==> config.mk <==
export PLATFORM = sky130hd
export DESIGN_NAME = uart_frame_tx
export DESIGN_NICKNAME = d
export VERILOG_FILES = /design/src/rtl/uart_pkg.sv /design/src/rtl/uart_bit_timer.sv /design/src/rtl/uart_frame_tx.sv
export SDC_FILE = /design/constraint.sdc
export NUM_CORES = 1
export LEC_CHECK = 0
export CORE_MARGIN = 2
export CORE_UTILIZATION = 55
export CTS_CLUSTER_SIZE = 12
export DETAILED_ROUTE_END_ITERATION = 8
export DONT_BUFFER_PORTS = 1
export PLACE_DENSITY = 0.82
export SETUP_SLACK_MARGIN = 0.1
export SYNTH_ARGS = -nofsm -noshare
export SYNTH_HDL_FRONTEND = slang
export SYNTH_HIERARCHICAL = 1
export SYNTH_SLANG_ARGS = --single-unit
==> constraint.sdc <==
create_clock -name clk -period 1.64 [get_ports clk]
set_input_delay 0.492 -clock clk [delete_from_list [all_inputs] [get_ports clk]]
set_output_delay 0.492 -clock clk [all_outputs]
set_load 0.1 [all_outputs]
==> src/rtl/uart_pkg.sv <==
// -----------------------------------------------------------------------------
// uart_pkg
// Shared UART definitions used by both the transmitter and the receiver:
//   parity_e       - parity mode encoding (NONE, ODD, EVEN)
//   tx_state_e     - transmitter frame states
//   cycles_per_bit - clock cycles per serial bit (truncating division)
// -----------------------------------------------------------------------------
package uart_pkg;

    typedef enum logic [1:0] {
        NONE = 2'd0,
        ODD  = 2'd1,
        EVEN = 2'd2
    } parity_e;

    typedef enum logic [2:0] {
        IDLE   = 3'd0,
        START  = 3'd1,
        DATA   = 3'd2,
        PARITY = 3'd3,
        STOP   = 3'd4
    } tx_state_e;

    function automatic int cycles_per_bit(input int clk_hz, input int bit_rate);
        return clk_hz / bit_rate;
    endfunction

endpackage

==> src/rtl/uart_bit_timer.sv <==
// -----------------------------------------------------------------------------
// uart_bit_timer
// Counts clock cycles inside one serial bit period and flags the last cycle.
// Ports:
//   clk         - system clock
//   reset       - asynchronous active-high reset
//   i_restart   - hold the counter at zero (used while the line is idle)
//   o_bit_end   - high on the final cycle of the current bit period
//   o_count     - current cycle index within the bit, 0..CYCLES_PER_BIT-1
// -----------------------------------------------------------------------------
module uart_bit_timer #(
    parameter int CYCLES_PER_BIT = 10,
    parameter int CNT_W          = (CYCLES_PER_BIT < 2) ? 1 : $clog2(CYCLES_PER_BIT)
) (
    input  logic             clk,
    input  logic             reset,
    input  logic             i_restart,
    output logic             o_bit_end,
    output logic [CNT_W-1:0] o_count
);

    localparam logic [CNT_W-1:0] LAST = CNT_W'(CYCLES_PER_BIT - 1);

    logic [CNT_W-1:0] r_count;

    // Cycle counter: wraps at the end of every bit so timing never drifts.
    always_ff @(posedge clk or posedge reset) begin
        if (reset) begin
            r_count <= '0;
        end else if (i_restart || (r_count == LAST)) begin
            r_count <= '0;
        end else begin
            r_count <= r_count + CNT_W'(1);
        end
    end

    assign o_bit_end = (r_count == LAST);
    assign o_count   = r_count;

endmodule

==> src/rtl/uart_frame_tx.sv <==
// -----------------------------------------------------------------------------
// uart_frame_tx
// UART transmitter: start bit, LSB-first payload, optional parity, 1 or 2 stop
// bits. One word is accepted per valid/ready handshake.
// Ports:
//   clk            - system clock, rising edge
//   reset          - asynchronous active-high reset
//   uart_tx_data   - word to send, sampled on the accept cycle only
//   uart_tx_en     - valid; accepted when high together with uart_tx_ready
//   uart_tx_ready  - high while idle
//   uart_tx_busy   - inverse of uart_tx_ready
//   uart_tx_done   - one-cycle pulse on the final cycle of the last stop bit
//   uart_txd       - serial line, idle high, driven from a flop
// -----------------------------------------------------------------------------
module uart_frame_tx #(
    parameter int CLK_HZ       = 50000000,
    parameter int BIT_RATE     = 9600,
    parameter int PAYLOAD_BITS = 8,
    parameter int PARITY       = 0,
    parameter int STOP_BITS    = 1
) (
    input  logic                    clk,
    input  logic                    reset,
    input  logic [PAYLOAD_BITS-1:0] uart_tx_data,
    input  logic                    uart_tx_en,
    output logic                    uart_tx_ready,
    output logic                    uart_tx_busy,
    output logic                    uart_tx_done,
    output logic                    uart_txd
);

    import uart_pkg::parity_e;
    import uart_pkg::tx_state_e;
    import uart_pkg::NONE;
    import uart_pkg::ODD;
    import uart_pkg::EVEN;
    import uart_pkg::IDLE;
    import uart_pkg::START;
    import uart_pkg::DATA;
    import uart_pkg::STOP;
    import uart_pkg::cycles_per_bit;

    localparam int CPB   = cycles_per_bit(CLK_HZ, BIT_RATE);
    localparam int CNT_W = (CPB < 2) ? 1 : $clog2(CPB);
    localparam int BIT_W = $clog2(PAYLOAD_BITS);

    localparam parity_e          PAR_MODE  = parity_e'(PARITY);
    localparam logic [BIT_W-1:0] BIT_LAST  = BIT_W'(PAYLOAD_BITS - 1);
    localparam logic [CNT_W-1:0] PRE_LAST  = CNT_W'(CPB - 2);
    localparam logic             STOP_LAST = (STOP_BITS == 2);

    if (CPB < 2) begin : g_bad_rate
        $error("uart_frame_tx: CLK_HZ / BIT_RATE must be at least 2");
    end
    if ((PARITY < 0) || (PARITY > 2)) begin : g_bad_parity
        $error("uart_frame_tx: PARITY must be 0, 1 or 2");
    end
    if ((STOP_BITS < 1) || (STOP_BITS > 2)) begin : g_bad_stop
        $error("uart_frame_tx: STOP_BITS must be 1 or 2");
    end
    if ((PAYLOAD_BITS < 5) || (PAYLOAD_BITS > 9)) begin : g_bad_payload
        $error("uart_frame_tx: PAYLOAD_BITS must be 5..9");
    end

    tx_state_e               r_state;
    logic [PAYLOAD_BITS-1:0] r_shift;
    logic                    r_par;
    logic [BIT_W-1:0]        r_bit_idx;
    logic                    r_stop_idx;
    logic                    r_txd;
    logic                    r_done;

    logic                    w_restart;
    logic                    w_bit_end;
    logic [CNT_W-1:0]        w_count;
    logic                    w_par;
    logic [PAYLOAD_BITS-1:0] w_shift_next;

    // The timer sits at zero while idle so the start bit is a full period.
    assign w_restart    = (r_state == IDLE);
    assign w_shift_next = {1'b0, r_shift[PAYLOAD_BITS-1:1]};

    uart_bit_timer #(
        .CYCLES_PER_BIT (CPB),
        .CNT_W          (CNT_W)
    ) u_bit_timer (
        .clk       (clk),
        .reset     (reset),
        .i_restart (w_restart),
        .o_bit_end (w_bit_end),
        .o_count   (w_count)
    );

    // Parity of the word being accepted, latched alongside the data.
    always_comb begin
        case (PAR_MODE)
            ODD:     w_par = ~^uart_tx_data;
            EVEN:    w_par = ^uart_tx_data;
            default: w_par = 1'b0;
        endcase
    end

    // Frame sequencer; the line value is registered one bit ahead so uart_txd
    // changes exactly on the state/bit boundary.
    always_ff @(posedge clk or posedge reset) begin
        if (reset) begin
            r_state    <= IDLE;
            r_shift    <= '0;
            r_par      <= 1'b0;
            r_bit_idx  <= '0;
            r_stop_idx <= 1'b0;
            r_txd      <= 1'b1;
            r_done     <= 1'b0;
        end else begin
            // Done is set one cycle early so it is high on the last stop cycle.
            r_done <= (r_state == STOP) && (r_stop_idx == STOP_LAST) && (w_count == PRE_LAST);
            case (r_state)
                IDLE: begin
                    r_txd      <= 1'b1;
                    r_bit_idx  <= '0;
                    r_stop_idx <= 1'b0;
                    if (uart_tx_en) begin
                        r_shift <= uart_tx_data;
                        r_par   <= w_par;
                        r_txd   <= 1'b0;
                        r_state <= START;
                    end
                end
                START: begin
                    if (w_bit_end) begin
                        r_txd   <= r_shift[0];
                        r_shift <= w_shift_next;
                        r_state <= DATA;
                    end
                end
                DATA: begin
                    if (w_bit_end) begin
                        if (r_bit_idx == BIT_LAST) begin
                            if (PAR_MODE != NONE) begin
                                r_txd   <= r_par;
                                r_state <= uart_pkg::PARITY;
                            end else begin
                                r_txd   <= 1'b1;
                                r_state <= STOP;
                            end
                        end else begin
                            r_bit_idx <= r_bit_idx + BIT_W'(1);
                            r_txd     <= r_shift[0];
                            r_shift   <= w_shift_next;
                        end
                    end
                end
                uart_pkg::PARITY: begin
                    if (w_bit_end) begin
                        r_txd   <= 1'b1;
                        r_state <= STOP;
                    end
                end
                STOP: begin
                    if (w_bit_end) begin
                        if (r_stop_idx == STOP_LAST) begin
                            r_state <= IDLE;
                        end else begin
                            r_stop_idx <= r_stop_idx + 1'b1;
                        end
                    end
                end
                default: begin
                    r_state <= IDLE;
                    r_txd   <= 1'b1;
                end
            endcase
        end
    end

    assign uart_txd      = r_txd;
    assign uart_tx_done  = r_done;
    assign uart_tx_ready = (r_state == IDLE);
    assign uart_tx_busy  = (r_state != IDLE);

endmodule

After elaboration in Yosys (flattened, before gate mapping)
Index checks and enable logic that the tools add are counted.
{ "totals": {"reg_bits": 30, "word_cells": 66} }
{ "op_classes": {"add_sub_neg": 3, "eq_ne": 15, "n_mux": 26, "n_bitwise": 2, "n_reduce_logical": 13} }
{ "op_table": {"columns": ["op", "count"], "rows": [
  ["$mux 8", 4],
  ["$mux 3", 9],
  ["$eq 13x13->1 const B", 2],
  ["$pmux 8 s3", 1],
  ["$pmux 3 s5", 1],
  ["$add 13x1->13 const B", 1],
  ["$mux 13", 1],
  ["$ne 2x1->1 const B", 4],
  ["$ne 2x2->1 const B", 4],
  ["$mux 1", 7],
  ["$reduce_and 7->1", 1],
  ["$eq 3x2->1 const B", 2],
  ["$eq 3x3->1 const B", 2],
  ["$pmux 3 s2", 1],
  ["$reduce_bool 3->1", 2],
  ["$pmux 1 s5", 1],
  ["$reduce_and 5->1", 1],
  ["$reduce_and 4->1", 1],
  ["$reduce_bool 2->1", 2],
  ["$add 3x1->3 const B", 1],
  ["$eq 3x1->1 const B", 1],
  ["$logic_not 3->1", 1],
  ["$reduce_and 3->1", 1],
  ["$logic_and 1x1->1", 2],
  ["5 further kinds", 6]
]} }

Longest topological paths before layout
{ "depth": {"ltp_word": 4, "ltp_mapped": 8, "mapped_depth_nobuf": 7} }

By module
Netlist, hierarchy kept.
{ "by_module_without_submodules": {"columns": ["mod", "instances", "cells_each", "area_per_inst_um2"], "rows": [
  ["uart_frame_tx", 1, 84, 875.8],
  ["uart_bit_timer", 1, 65, 655.6]
]} }

Worst setup path before layout
OpenSTA, ideal clock, no wires.
{ "synth_timing": {"path_type": "flip-flop to flip-flop", "start": "register r_state[0]", "end": "register u_bit_timer.r_count[3], in the netlist u_bit_timer/o_count[3]", "setup_ps": 121, "t_arrival_ps": 2428, "required_time_ps": 1519, "path_slack_ps": -909, "stages_incl_launch_ff": 7, "cell_sequence": "dfrtp_1 buf_6 or3_2 inv_1 a31o_2 buf_2 nor2_1"} }
{ "synth_between": {"elab_chain_len": 3} }
{ "synth_lines": {"columns": ["element", "line_no", "text"], "rows": [
  ["start: declaration", "uart_frame_tx.sv:65", "tx_state_e r_state;"],
  ["start signal: assignment", "uart_frame_tx.sv:141", "r_state <= uart_pkg::PARITY;"],
  ["$logic_not 3->1", null, null],
  ["via uart_tx_ready", "uart_frame_tx.sv:26", "output logic uart_tx_ready,"],
  ["$logic_or 1x1->1", "uart_bit_timer.sv:30", "end else if (i_restart || (r_count == LAST)) begin"],
  ["$mux 13", "uart_bit_timer.sv:30", null],
  ["end signal: assignment", "uart_bit_timer.sv:33", "r_count <= r_count + CNT_W'(1);"],
  ["end: declaration", "uart_bit_timer.sv:24", "logic [CNT_W-1:0] r_count;"]
]} }
The timed path passes the listed nets, and every way through them passes these cells.
A chain may end at the register's enable or synchronous reset.

Worst setup path after layout
{ "layout_timing": {"start": "register u_bit_timer.r_count[8], in the netlist u_bit_timer/o_count[8]", "end": "register r_shift[6]"} }
{ "layout_between": {"elab_chain_len": 3, "word_cells_on_any_way": 4, "cone_classes": "3 x eq/ne; 1 x reduce/logical"} }
{ "layout_lines": {"columns": ["element", "line_no", "text"], "rows": [
  ["$eq 13x13->1 *", "uart_bit_timer.sv:37", "assign o_bit_end = (r_count == LAST);"],
  ["via w_bit_end", "uart_frame_tx.sv:74", "logic w_bit_end;"],
  ["$ne 2x1->1 (no line)", null, null],
  ["$reduce_and 5->1 (no line) *", null, null],
  ["end signal: assignment", "uart_frame_tx.sv:123", "r_shift <= uart_tx_data;"],
  ["end signal: assignment", "uart_frame_tx.sv:132", "r_shift <= w_shift_next;"],
  ["end signal: assignment", "uart_frame_tx.sv:149", "r_shift <= w_shift_next;"],
  ["end: declaration", "uart_frame_tx.sv:66", "logic [PAYLOAD_BITS-1:0] r_shift;"]
]} }
The timed path passes the listed nets; every way through them passes the cells marked *.

==> impl_metrics.prom <==
# TYPE chip_impl_metric gauge
chip_impl_info{name="run_status",value="finished with violations"} 1
chip_impl_info{name="failed_checks",value="setup timing"} 1
chip_impl_metric{name="number_of_cells_in_the_design_after_placement",unit=""} 201
chip_impl_metric{name="die_width",unit="um"} 56.8
chip_impl_metric{name="sw_frac_of_total",unit="%"} 23.1
chip_impl_metric{name="cp_max_fo",unit=""} 8
chip_impl_metric{name="finalCoreUtilization",unit="%"} 80.1
chip_impl_metric{name="clk_path_buf_depth",unit=""} 2
chip_impl_metric{name="timing.final.max_slew_violations",unit=""} 0
chip_impl_info{name="synth.largest_area_cell",value="dfrtp_1"} 1
chip_impl_metric{name="finalWirelength",unit="um"} 4830
chip_impl_metric{name="timing.max_slew.rel_slack",unit="%"} 60.0
chip_impl_metric{name="initial_util",unit="%"} 56.5
chip_impl_metric{name="drt.antenna.violating_nets",unit=""} 0
chip_impl_metric{name="top_level_port_count",unit=""} 15
chip_impl_metric{name="worst_slew_pin_slew",unit="ps"} 600
chip_impl_info{name="setup.worst_path.end_class",value="flop"} 1
chip_impl_metric{name="number_of_iterations_in_the_first_detailed_routing_pass",unit=""} 4
chip_impl_metric{name="wl_met1",unit="um"} 1810
chip_impl_metric{name="coreArea",unit="um^2"} 2710
chip_impl_info{name="timing.critical_path.from_type",value="flop"} 1
chip_impl_metric{name="synth.lib_cells_used.distinct",unit=""} 42
chip_impl_metric{name="avgViaCountPerCell",unit=""} 6.64
chip_impl_metric{name="internal_power",unit="mW"} 0.905
chip_impl_metric{name="hold_fix_buffers_at_cts",unit=""} 0
chip_impl_metric{name="share_of_power_burned_in_registers",unit="%"} 62.0
chip_impl_metric{name="met2WireLength",unit="um"} 2420
chip_impl_metric{name="grt_first_pass_wirelength",unit="um"} 6970
chip_impl_info{name="synth_top_flop_cell",value="dfrtp_1"} 1
chip_impl_metric{name="setup_viol",unit=""} 14
chip_impl_metric{name="fmax",unit="MHz"} 499
chip_impl_metric{name="power_switching",unit="mW"} 0.272
chip_impl_metric{name="avg_wl_per_cell",unit="um"} 21.5
chip_impl_info{name="leading_cell_type_in_the_layout_fill_and_taps_excluded",value="buf_4"} 1
chip_impl_metric{name="drc",unit=""} 0
chip_impl_metric{name="final-instance-count-excl-fill",unit=""} 224
chip_impl_metric{name="grt_overflow_total",unit=""} 0
chip_impl_metric{name="total_leakage_power",unit="nW"} 0.947
chip_impl_metric{name="routed-via-count",unit=""} 1487
chip_impl_metric{name="irDropWorstVdd",unit="mV"} 0.665
chip_impl_metric{name="place.port_buffers",unit=""} 0
chip_impl_metric{name="final_layout_size_suffix_gt1_share",unit="%"} 48.2
chip_impl_info{name="routed.top_layer",value="met4"} 1
chip_impl_metric{name="combPwrFrac",unit="%"} 3.2
chip_impl_metric{name="antenna_found_initial",unit=""} 0
chip_impl_info{name="rsz0062_at_grt",value="true"} 1
chip_impl_metric{name="number_of_levels_in_the_clock_h_tree",unit=""} 2
chip_impl_metric{name="finalNetCount",unit=""} 206
chip_impl_metric{name="die_area",unit="um^2"} 3220
chip_impl_metric{name="wl_met3",unit="um"} 396
chip_impl_metric{name="yosysWarningCount",unit=""} 6
chip_impl_info{name="crit_type",value="flop to flop"} 1
chip_impl_metric{name="post_synth_instance_area",unit="um^2"} 1530
chip_impl_info{name="clock-root-buffer",value="clkbuf_4"} 1
chip_impl_metric{name="postLayoutSetupSlackWorst",unit="ps"} -362
chip_impl_metric{name="netlist.area_leader.share",unit="%"} 45.8
chip_impl_metric{name="clock_insertion_delay_worst_skew",unit="ps"} 340
chip_impl_metric{name="final_cell_area",unit="um^2"} 2170
chip_impl_metric{name="cts_sinks",unit=""} 29
chip_impl_metric{name="dpl-instance-area",unit="um^2"} 1820
chip_impl_metric{name="portion_of_the_clock_cycle_consumed_by_the_worst_path_in_the_final_layout",unit="%"} 122
chip_impl_metric{name="reg2reg_depth",unit=""} 7
chip_impl_metric{name="detailedRoute.firstIterationViolations",unit=""} 132
chip_impl_metric{name="yosysSeqAreaShare",unit="%"} 47.5
chip_impl_metric{name="data_required_time_at_the_worst_endpoint",unit="ps"} 1880
chip_impl_metric{name="critical_path_arrival",unit="ps"} 2240
chip_impl_metric{name="postSynthNetCount",unit=""} 163
chip_impl_metric{name="grt_start_max_net_pins",unit=""} 17
chip_impl_metric{name="gp_routability_congestion",unit=""} 0.850
chip_impl_info{name="netlist_top_cells_area",value="dfrtp_1 (46%), a21oi_1 (5.9%), mux2i_1 (4.6%)"} 1
chip_impl_metric{name="clkTransAtPathRegs",unit="ps"} 90
chip_impl_metric{name="finalHoldViolations",unit=""} 0
chip_impl_metric{name="timing.clock.skew",unit="ps"} 7.59
chip_impl_metric{name="tritoncts.num_buffers",unit=""} 5
chip_impl_metric{name="max-cap-violations",unit=""} 0
chip_impl_info{name="tritoncts",value="done"} 1
chip_impl_metric{name="via_count_of_the_first_global_routing_pass",unit=""} 1402
chip_impl_metric{name="antennaDiodeCount",unit=""} 0
chip_impl_metric{name="grt_usage",unit="%"} 29.1
chip_impl_metric{name="postSynth.asyncResetShare",unit="%"} 100
chip_impl_metric{name="edff_count_synth",unit=""} 0
chip_impl_metric{name="final_hpwl_from_detailed_placement",unit="um"} 2380
chip_impl_metric{name="layout-area-overhead-vs-synth",unit="%"} 41.7
chip_impl_metric{name="die_h",unit="um"} 56.8
chip_impl_metric{name="synth.ff_latch_count",unit=""} 29
chip_impl_metric{name="synthCells",unit=""} 149
chip_impl_info{name="leading_cell_types_in_the_layout_fill_and_taps_excluded",value="buf_4 (33), dfrtp_1 (28), a21oi_2 (13)"} 1
chip_impl_metric{name="share_clk_of_total_power",unit="%"} 34.8
chip_impl_metric{name="timing.final.crit_period",unit="ps"} 2000
chip_impl_metric{name="layout.filler_cells",unit=""} 135
chip_impl_info{name="holdCritPathClass",value="input pin to async pin"} 1
chip_impl_metric{name="power.density",unit="nW/um^2"} 542
chip_impl_metric{name="synthesis.area_per_instance",unit="um^2"} 10.3
chip_impl_metric{name="std_cell_rows",unit=""} 19
==> worst paths after layout <==
path,startpoint,endpoint,slack (ps)
max,u_bit_timer/o_count[8]$_DFF_PP0_,r_shift[6]$_DFFE_PP0P_,-360
min,reset,u_bit_timer/o_count[8]$_DFF_PP0_,90
max reg2reg,u_bit_timer/o_count[8]$_DFF_PP0_,r_shift[6]$_DFFE_PP0P_,-360
min reg2reg,r_bit_idx[0]$_DFFE_PP0P_,r_bit_idx[0]$_DFFE_PP0P_,500
max in group asynchronous,reset,r_bit_idx[2]$_DFFE_PP0P_,1150
min in group clk,uart_tx_en,r_shift[7]$_DFFE_PP0P_,300
==> power groups by stage <==
stage	Clock, mW	Sequential [mW]	Combinational (mW)
2_1_floorplan	0	0.741	0.0245
3_3_place_gp	0	0.742	0.0285
3_5_place_dp	0	0.742	0.0304
4_1_cts	0.423	0.728	0.0309
5_1_grt	0.447	0.732	0.0426
6_report	0.410	0.730	0.0373
==> through the flow <==
step / hold WS, ps / setup slack [ps] / TNS [ps] / power, mW
floorplan: 369 / -396 / -5990 / 0.765
global placement: 429 / -85.0 / -755 / 0.770
detailed placement: 438 / -167 / -1800 / 0.773
CTS: 76.6 / -268 / -2050 / 1.18
global route: 96.0 / -467 / -4570 / 1.22
finish: 85.1 / -362 / -3410 / 1.18
==> what timing repair did <==
item                       in CTS  in global routing
gates cloned                    1                  1
setup buffers                   9                  7
pin swaps                       6                 12
setup endpoints to repair      18                 29
gates resized for setup        15                 23
==> cell usage after synthesis, drive strengths merged (3+ instances only) <==
library cell	number
nor2	14
mux2i	7
o21ai	9
inv	8
o31ai	4
dfrtp	28
a21oi	19
buf	5
or4	4
nand2	8
nand4	3
or3	6
xnor2	3
ha	3
nand3	6
==> critical path, stage by stage, from the launching register on <==
cell and delay (ps):
dfrtp_1 440, nor4bb_4 330, and3_4 280, nand3b_1 160, a31oi_4 290, buf_12 170
nor2_2 40, a21oi_1 190
==> area by class of cell <==
type / instances / area (um^2) / share of cell area (%)
sequential: 29 / 727 / 33.5
multi-input combinational: 108 / 938 / 43.2
inverter: 8 / 33.8 / 1.56
tap: 31 / 38.8 / 1.79
clock buffer: 8 / 48.8 / 2.25
timing repair buffer: 40 / 384 / 17.7
==> cell families after synthesis <==
kind of cell             after synthesis  synth area share, %
AND/OR/NAND/NOR                       55                 22.8
AO/OA/AOI/OAI                         38                 15.7
flip-flops                            29                 47.5
buffers and inverters                 13                 4.74
multiplexers                           7                 4.58
XOR/XNOR                               4                 2.29
adder cells (fa/ha/maj)                3                 2.45
==> sequential cells by signal, summed over array words and instances, names as in the netlist <==
register             flops
uart_tx_done             1
u_bit_timer/o_count     13
uart_txd                 1
r_state                  3
r_bit_idx                3
r_shift                  8
==> layer usage <==
layer	track usage, %	vias up
li1	-	637
met1	36.9	734
met2	44.9	93
met3	10.1	23
met4	13.3	0
met5	0	-
No activity file was read; power rests on OpenSTA's default activity.
==> RTL change: new RTL, same flow settings <==
Change the parameter `PARITY` from 0 to 1.
--- a/src/rtl/uart_frame_tx.sv
+++ b/src/rtl/uart_frame_tx.sv
@@ -16,7 +16,7 @@
     parameter int CLK_HZ       = 50000000,
     parameter int BIT_RATE     = 9600,
     parameter int PAYLOAD_BITS = 8,
-    parameter int PARITY       = 0,
+    parameter int PARITY       = 1,
     parameter int STOP_BITS    = 1
 ) (
     input  logic                    clk,
Check against the original RTL: no difference found for any inputs over 10 cycles, from zero or initial values and one cycle with reset high; that may be too few to reach the edited logic, so the function may still have changed.
==> RTL change against the original RTL <==
- the run still ends with negative setup slack left
- area after synthesis increased by 10%
- sequential cell count increased by 1
- sequential share of layout area decreased by 2.8 points
- global-route usage decreased by 0.98 points
- cell area increased by 13%
- worst setup slack improved by 0.13 ns
- wire length increased by 4.6%
- synthesized cell count increased by 10%
- largest cell class unchanged
- highest routed layer unchanged
Power is not compared: it rests on default switching activity, and its combinational part moved more than twofold at a synthesized area within 25%.
==> RTL change: results (changes against the original RTL) <==
{
  "place": {
    "place_worst_setup_slack": {"value": -0.3217, "unit": "ns", "change": "-0.1542 ns"},
    "dp_hpwl": {"value": 2810, "unit": "um", "change": "+18%"},
    "place.detailed.instances": {"value": 222, "change": "+10%"},
    "dpl-instance-area": {"value": 1993, "unit": "um^2", "change": "+9.3%"}
  },
  "final_layout": {
    "n_fill_cell": {"value": 151, "change": "+12%"},
    "nNetsFinal": {"value": 228, "change": "+11%"}
  },
  "synth": {
    "synthesis.nets": {"value": 178, "change": "+9.2%"},
    "synth-compound-area-share": {"value": 16.63, "unit": "%", "change": "+0.94 points"},
    "ys_seq_area_share": {"value": 44.62, "unit": "%", "change": "-2.8 points"},
    "syn_area_per_cell": {"value": 10.28, "unit": "um^2", "change": "about the same"},
    "yosys-mux-area-fraction": {"value": 4.826, "unit": "%", "change": "+0.25 points"},
    "post_synth_main_area_contributors": "sky130_fd_sc_hd__dfrtp_1, sky130_fd_sc_hd__a21oi_1, sky130_fd_sc_hd__mux2i_1",
    "synth_area_in_xor_xnor": {"value": 5.197, "unit": "%", "change": "+2.9 points"},
    "synth_fa_ha_area_share": {"value": 2.227, "unit": "%", "change": "-0.22 points"}
  },
  "global_routing": {
    "met3_capacity_usage_during_global_routing": {"value": 5.677, "unit": "%", "change": "-4.5 points"},
    "grt_first_pass_wirelength": {"value": 7038, "unit": "um", "change": "+0.99%"},
    "grt_util_all_layers": {"value": 28.16, "unit": "%", "change": "-0.98 points"},
    "number_of_global_route_vias_before_repair": {"value": 1503, "change": "+7.2%"}
  },
  "timing": {
    "clock-skew-final": {"value": 0.006587, "unit": "ns", "change": "-0.001005 ns"},
    "layout_setup_ws": {"value": -0.2335, "unit": "ns", "change": "+0.1285 ns"},
    "report.final.setup_viol": {"value": 16, "change": "+2"}
  },
  "setup_path": {
    "worst_reg2reg_endpoint": "r_shift[5]$_DFFE_PP0P_",
    "crit_fanout": {"value": 3, "change": "-5"},
    "cp_slowest_cell": "sky130_fd_sc_hd__dfrtp_2",
    "crit_path_arrival_time": {"value": 1.38, "unit": "ns", "change": "-0.86 ns"},
    "crit_family": "flip-flops"
  },
  "routing": {
    "drt-initial-drc-count": {"value": 97, "change": "-27%"},
    "wl_met2": {"value": 2738, "unit": "um", "change": "+13%"},
    "met1Wirelength": {"value": 2001, "unit": "um", "change": "+10%"},
    "post_drt_wl_per_cell": {"value": 20.35, "unit": "um", "change": "-5.5%"}
  },
  "run_status": {
    "run_status": "finished, violations left",
    "failing_checks": "negative setup slack"
  }
}
==> RTL change: cell count changes after synthesis, sizes merged, moves of 2 or more <==
cell,unedited run,this run
nand2b,1,3
a22o,0,2
nand2,8,10
xnor2,3,8
==> RTL change: worst max-delay path by stage <==
stage                                      from                        to  cells after the start
3_3_place_gp   u_bit_timer/o_count[5]$_DFF_PP0_  r_bit_idx[0]$_DFFE_PP0P_                      5
2_1_floorplan            r_state[0]$_DFFE_PP0P_              uart_tx_busy                      3
5_1_grt        u_bit_timer/o_count[5]$_DFF_PP0_  r_bit_idx[1]$_DFFE_PP0P_                      7
4_1_cts                  r_state[2]$_DFFE_PP0P_             uart_tx_ready                      3
6_report                 r_state[1]$_DFFE_PP0P_             uart_tx_ready                      3
3_5_place_dp   u_bit_timer/o_count[5]$_DFF_PP0_    r_shift[5]$_DFFE_PP0P_                      7
==> RTL change: area by class of cell <==
class	count	area, um^2	area share [%]
clock buffer	8	78.83	3.206
inverter	8	30.03	1.221
multi-input combinational	120	1095	44.53
sequential	30	754.5	30.69
tap	33	41.29	1.679
timing repair buffer	49	459.2	18.68
==> RTL change: worst reg2reg max path, delay by kind of cell (launching register included) <==
kind / cells / cell delay [ns]
flops: 1 / 0.43
buf+inv: 2 / 0.27
compound gates: 2 / 0.27
simple gates: 3 / 0.79
==> RTL change: what timing repair did <==
item,4_1_cts,5_1_grt
gates resized for setup,26,24
gates cloned,1,0
pin swaps,10,14
setup endpoints to repair,20,27
buffers inserted,10,8
==> RTL change: power groups by stage <==
stage	clock (W)	sequential [W]	combinational (W)
detailed placement	0	0.000940	0.000626
finish	0.000557	0.000953	0.000873
global placement	0	0.000931	0.000597
CTS	0.000569	0.000932	0.000697
global route	0.000603	0.000965	0.000939
floorplan	0	0.00101	0.000303
